### src/rtl/cond_pkg.sv
// cond_pkg -- shared definitions for the conditional-execution sequencer.
//   * 4-bit condition codes carried in ir[31:28]
//   * bit positions inside the {C,N,V,Z} flag nibble
//   * sequencer FSM state encoding
package cond_pkg;

    localparam logic [3:0] COND_EQ = 4'h0;
    localparam logic [3:0] COND_NE = 4'h1;
    localparam logic [3:0] COND_CS = 4'h2;
    localparam logic [3:0] COND_CC = 4'h3;
    localparam logic [3:0] COND_MI = 4'h4;
    localparam logic [3:0] COND_PL = 4'h5;
    localparam logic [3:0] COND_VS = 4'h6;
    localparam logic [3:0] COND_VC = 4'h7;
    localparam logic [3:0] COND_HI = 4'h8;
    localparam logic [3:0] COND_LS = 4'h9;
    localparam logic [3:0] COND_GE = 4'hA;
    localparam logic [3:0] COND_LT = 4'hB;
    localparam logic [3:0] COND_GT = 4'hC;
    localparam logic [3:0] COND_LE = 4'hD;
    localparam logic [3:0] COND_AL = 4'hE;
    localparam logic [3:0] COND_NV = 4'hF;

    // Flag nibble layout: {C,N,V,Z}
    localparam int FLAG_C = 3;
    localparam int FLAG_N = 2;
    localparam int FLAG_V = 1;
    localparam int FLAG_Z = 0;

    typedef enum logic [1:0] {
        IDLE       = 2'd0,
        WAIT_FLAGS = 2'd1,
        EVAL       = 2'd2
    } state_e;

endpackage

### src/rtl/cond_eval.sv
// cond_eval -- combinational condition-code table.
// Ports:
//   cond  in  4  condition code (ir[31:28])
//   flags in  4  {C,N,V,Z}
//   pass  out 1  condition holds; NV (1111) always reports 0
module cond_eval
    import cond_pkg::*;
(
    input  logic [3:0] cond,
    input  logic [3:0] flags,
    output logic       pass
);

    logic c, n, v, z;

    assign c = flags[FLAG_C];
    assign n = flags[FLAG_N];
    assign v = flags[FLAG_V];
    assign z = flags[FLAG_Z];

    always_comb begin
        pass = 1'b0;
        case (cond)
            COND_EQ: pass = z;
            COND_NE: pass = !z;
            COND_CS: pass = c;
            COND_CC: pass = !c;
            COND_MI: pass = n;
            COND_PL: pass = !n;
            COND_VS: pass = v;
            COND_VC: pass = !v;
            COND_HI: pass = c && !z;
            COND_LS: pass = !c || z;
            COND_GE: pass = (n == v);
            COND_LT: pass = (n != v);
            COND_GT: pass = !z && (n == v);
            COND_LE: pass = z || (n != v);
            COND_AL: pass = 1'b1;
            default: pass = 1'b0;   // NV: never
        endcase
    end

endmodule

### src/rtl/cond_exec_sequencer.sv
// cond_exec_sequencer -- accepts one instruction at a time from the decoder,
// waits for outstanding flag-setting results, then decides execute / squash /
// undefined-trap from the condition field.
//
// Ports:
//   clk, reset          clock, synchronous active-high reset
//   ir_valid/ir/ir_ready decoder handshake; cond in ir[31:28]
//   set_flags           accepted instruction will write flags when executed
//   alu_flags(_valid)   {C,N,V,Z} result from the ALU
//   exec_go/squash/undef one-cycle decision pulses (exactly one per instruction)
//   flags_q             architectural flags {C,N,V,Z}
//   stall_cnt           saturating count of WAIT_FLAGS cycles
//
// Build option: COND_NV_TRAP_EN -- when defined, cond 1111 raises undef;
// otherwise it is treated as "never" and squashed, and undef stays 0.
module cond_exec_sequencer
    import cond_pkg::*;
(
    input  logic        clk,
    input  logic        reset,
    input  logic        ir_valid,
    input  logic [31:0] ir,
    output logic        ir_ready,
    input  logic        set_flags,
    input  logic [3:0]  alu_flags,
    input  logic        alu_flags_valid,
    output logic        exec_go,
    output logic        squash,
    output logic        undef,
    output logic [3:0]  flags_q,
    output logic [15:0] stall_cnt
);

    state_e      state_q, state_d;
    logic [3:0]  cond_q, cond_d;
    logic        sf_q, sf_d;
    logic [3:0]  flags_d;
    logic        pend_q, pend_d;
    logic [15:0] stall_q, stall_d;

    logic        pass;
    logic        nv_trap;
    logic        unused_ir;

    // Only the condition field is consumed here.
    assign unused_ir = ^ir[27:0];

    cond_eval u_cond_eval (
        .cond  (cond_q),
        .flags (flags_q),
        .pass  (pass)
    );

`ifdef COND_NV_TRAP_EN
    assign nv_trap = (cond_q == COND_NV);
`else
    assign nv_trap = 1'b0;
`endif

    always_ff @(posedge clk) begin
        if (reset) begin
            state_q <= IDLE;
            cond_q  <= 4'h0;
            sf_q    <= 1'b0;
            flags_q <= 4'h0;
            pend_q  <= 1'b0;
            stall_q <= 16'h0;
        end else begin
            state_q <= state_d;
            cond_q  <= cond_d;
            sf_q    <= sf_d;
            flags_q <= flags_d;
            pend_q  <= pend_d;
            stall_q <= stall_d;
        end
    end

    always_comb begin
        state_d  = state_q;
        cond_d   = cond_q;
        sf_d     = sf_q;
        flags_d  = flags_q;
        pend_d   = pend_q;
        stall_d  = stall_q;
        exec_go  = 1'b0;
        squash   = 1'b0;
        undef    = 1'b0;
        ir_ready = (state_q == IDLE);

        // ALU result only lands while a flag write is outstanding.
        if (alu_flags_valid && pend_q) begin
            flags_d = alu_flags;
            pend_d  = 1'b0;
        end

        case (state_q)
            IDLE: begin
                if (ir_valid) begin
                    cond_d = ir[31:28];
                    sf_d   = set_flags;
                    // A result arriving on the handshake edge is already in
                    // flags_q when EVAL looks at it.
                    state_d = (!pend_q || alu_flags_valid) ? EVAL : WAIT_FLAGS;
                end
            end
            WAIT_FLAGS: begin
                if (stall_q != 16'hFFFF) stall_d = stall_q + 16'd1;
                if (alu_flags_valid) state_d = EVAL;
            end
            EVAL: begin
                state_d = IDLE;
                if (nv_trap) begin
                    undef = 1'b1;
                end else if (pass) begin
                    exec_go = 1'b1;
                    if (sf_q) pend_d = 1'b1;
                end else begin
                    squash = 1'b1;
                end
            end
            default: state_d = IDLE;
        endcase

        // A held instruction is dropped silently under reset.
        if (reset) begin
            exec_go  = 1'b0;
            squash   = 1'b0;
            undef    = 1'b0;
            ir_ready = 1'b0;
        end
    end

    assign stall_cnt = stall_q;

endmodule

### config.mk
export PLATFORM = sky130hd
export DESIGN_NAME = cond_exec_sequencer
export DESIGN_NICKNAME = d
export VERILOG_FILES = /design/src/rtl/cond_pkg.sv /design/src/rtl/cond_eval.sv /design/src/rtl/cond_exec_sequencer.sv
export SDC_FILE = /design/constraint.sdc
export NUM_CORES = 1
export LEC_CHECK = 0
export BUFFER_PORTS_ARGS = -buffer_cell sky130_fd_sc_hd__buf_4
export CORE_ASPECT_RATIO = 0.75
export CORE_MARGIN = 2
export CORE_UTILIZATION = 51
export DETAILED_ROUTE_END_ITERATION = 6
export GPL_TIMING_DRIVEN = 0
export HOLD_SLACK_MARGIN = 0.15
export PLACE_DENSITY_LB_ADDON = 0.05
export SYNTH_ARGS = -nofsm -noshare
export SYNTH_HDL_FRONTEND = slang
export SYNTH_HIERARCHICAL = 1
export SYNTH_SLANG_ARGS = --single-unit
### constraint.sdc
create_clock -name clk -period 3.25 [get_ports clk]
set_clock_uncertainty 0.05 [all_clocks]
set_input_delay 0 -clock clk [delete_from_list [all_inputs] [get_ports clk]]
set_output_delay 0 -clock clk [all_outputs]
set_load 0.02 [all_outputs]
==> results.md <==
- CP cell instances: or2b_1, o31ai_1, a211o_1, a211o_1, nor4bb_1, nand2_1, o21ai_0, dlygate4sd3_1
- Met1 usage: 0.335
- Number of synthesized flops with an enable pin: 0
- Placer Congestion: 0.763
- First-pass GRT wire length: 6150 um
- ANT nets after route: 0
- Depth of the CTS H-tree: 1
- Synthesized netlist cell count: 177
- Endpoints failing hold: 0
- Req. time, crit path: 3.43 ns
- PortBufs: 34
- CP arrival: 2.78 ns
- Root Buffer: clkbuf_8
- WL/cell: 14.0 um
- Nets@finish: 276
- Leak: 0.000784 uW
- CP Launch Type: flop
- Final Setup Violations: 0
- Post-synth cell types: 50
- Tmin final: 2.61 ns
- Syn nets: 219
- DP Worst Slack: 1.26 ns
- Busiest grt layer: met2
- Cell Area, Synth: 1510 um^2
- Die area: 3420 um^2
- Max cap viols: 0
- Grt ovf: 0
- Clk buf depth: 2
- Final period utilization: 0.802
- Worst slew pin tran: 0.571 ns
- Largest cells by area after synthesis: dfxtp_1 37%, a21oi_1 5.6%, nor2_1 4.2%
- RSZ-0062 raised after global routing: no
- Die X: 66.8 um
- # resized after CTS: 0
- Ant diodes: 0
- Initial antenna violation count: 0
- Register area share after synthesis: 0.371
- Met2 GRT Util: 0.370
- Flops & latches, synth: 28
- Initial Utilization: 0.526
- Area Growth Syn to Fin: 35.6%
- Vias in the first global route: 1274
- CTS tree: built
- Fill cells: 213
- Post-CTS Setup Bufs: 0
- DR vias/cell: 5.63
- Area leader, netlist: dfxtp_1
- Slew Limit Fails: 0
- CTS Buf Count: 3
- Ys Warns: 6
- CTS clk-pin slew, worst paths: 0.10 ns
- Crit Path Category: flop to flop
- Share of cells above drive strength 1: 0.240
- Async SR Flop Fraction: 0
- F_max: 384 MHz
- Worst slew margin: 0.616
- Largest net degree at the start of global routing: 16
- Pwr dens: 315 nW/um^2
- Core area: 2870 um^2
- Worst-Skew Late Latency: 0.28 ns
- # DRC: 0
- 1st-iter DRT viols: 147
- WL final: 3780 um
- Clock sink count: 28
- Run status: complete, no violations
- Ys flop type: dfxtp_1
- Post-synth top area share: 0.371
- Row Count: 17
- Crit path capture type: flop
- CP peak stage delay: 0.57 ns
- Worst-path fanout max: 9
- CP dominant cell by count: a211o_1
- Die height: 51.1 um
- Drt pass-1 iters: 4
- Synth Area per Inst: 8.53 um^2
- GR Util All Layers: 0.240
- TNS Setup: 0 ns
- Hold crit path type: primary input to flop
- Vias post-DR: 1527
- Worst VDD drop: 0.300 mV
- CP max-delay cell: dlygate4sd3_1
- Met3 Use GR: 0.0463
- Setup slack after layout: 0.644 ns
- I/O pins: 65
- Post-DP HPWL: 2650 um
==> cell usage after synthesis (2+ instances only) <==
cell type and count:
or3_1 3, mux2_2 2, nor3_1 6, a211o_1 2
nor2_1 17, nor4b_1 2, a21oi_1 17, nand4_1 4
buf_1 2, nand2b_1 4, o21ai_0 8, or3_2 4
or4_1 2, xor2_1 3, nor4_1 4, and4_1 2
o211ai_1 3, dfxtp_1 28, nor2b_1 3, clkbuf_1 4
mux2i_1 6, buf_2 3, nand2_1 13, o31ai_1 2
nand3_1 8
==> kinds of logic (layout without fill, tap and decap cells) <==
family,Yosys count,after routing,share of synthesized area
AND/OR/NAND/NOR,83,83,0.320
XOR/XNOR,4,4,0.0282
flip-flops,28,28,0.371
other,1,1,0.00248
multiplexers,9,9,0.0646
adder cells (fa/ha/maj),1,1,0.00828
buffers and inverters,11,67,0.0323
AO/OA/AOI/OAI,40,40,0.173
==> area by class of cell <==
class	instances	area, um^2	area share
plain buffers	10	45.0	0.0220
clock buffers	4	55.1	0.0269
inverters	1	3.75	0.00183
multi-input cells	138	901	0.440
flip-flops and latches	28	561	0.274
well taps	38	47.5	0.0232
repair buffers	52	435	0.213
==> final timing paths <==
check / slack, ns / startpoint / cells after the start / to
setup / recovery: 0.64 / cond_q[2]$_SDFFE_PP0P_ / 8 / pend_q$_SDFF_PP0_
hold / removal: 0.45 / set_flags / 4 / sf_q$_SDFFE_PP0P_
setup reg to reg: 0.64 / cond_q[2]$_SDFFE_PP0P_ / 8 / pend_q$_SDFF_PP0_
hold reg to reg: 0.46 / cond_q[1]$_SDFFE_PP0P_ / 2 / cond_q[1]$_SDFFE_PP0P_
==> sequential cells by signal, summed over array words and instances, names as in the netlist <==
name	flops
stall_cnt	16
cond_q	4
pend_q	1
state_q	2
sf_q	1
flags_q	4
==> per-stage QoR <==
step                      total power [uW]  cell area (um^2)  hold WS (ns)   util  instances
final                                  645              2050         0.452  0.713        271
after global routing                   672              2050         0.472  0.713        271
after global placement                 416              1810         0.187  0.631        249
after detailed placement               418              1810         0.193  0.631        249
after CTS                              648              2050         0.444  0.713        271
after floorplan                        396              1510        0.0426      -        177
==> placed cells by master (no fill, tap or decap), drive strengths merged, types with 2 or more instances in the layout <==
cell	netlist	final
or4	2	2
nand3	8	8
nand2b	4	4
or3	7	7
o211ai	3	3
a211o	2	2
o31ai	2	2
nor3b	2	2
and3	2	2
nor2	17	17
and4	2	2
buf	6	40
o41ai	2	2
nand2	13	13
mux2i	6	6
o21ai	8	8
nor4b	2	2
dlygate4sd3	0	18
dfxtp	28	28
xor2	3	3
nor4	4	4
a21oi	17	17
nand4	5	5
nor3	6	6
nor2b	3	3
mux2	3	3
clkbuf	4	8
==> power breakdown <==
group / internal (uW) / leakage, uW / switching, uW
clock network: 109 / 0.0000288 / 112
registers: 348 / 0.000227 / 4.76
logic: 38.3 / 0.000529 / 33.3
==> worst max-delay path, delay by kind of cell, from the launching register on <==
family	cells	cell delay, ns
AND/OR/NAND/NOR	3	0.88
AO/OA/AOI/OAI	4	0.54
buffers and inverters	1	0.57
flip-flops	1	0.52
==> routing by layer <==
layer / routed length (um) / vias up
met4: 45 / 0
met1: 1820 / 716
met3: 189 / 5
li1: - / 768
met2: 1730 / 38
met5: 0 / -
==> what timing repair did <==
item,in CTS,in global routing
endpoints found under the hold margin,14,0
hold buffers,18,0
endpoints found under the setup margin,0,0
Power figures use the tool's default switching activity.
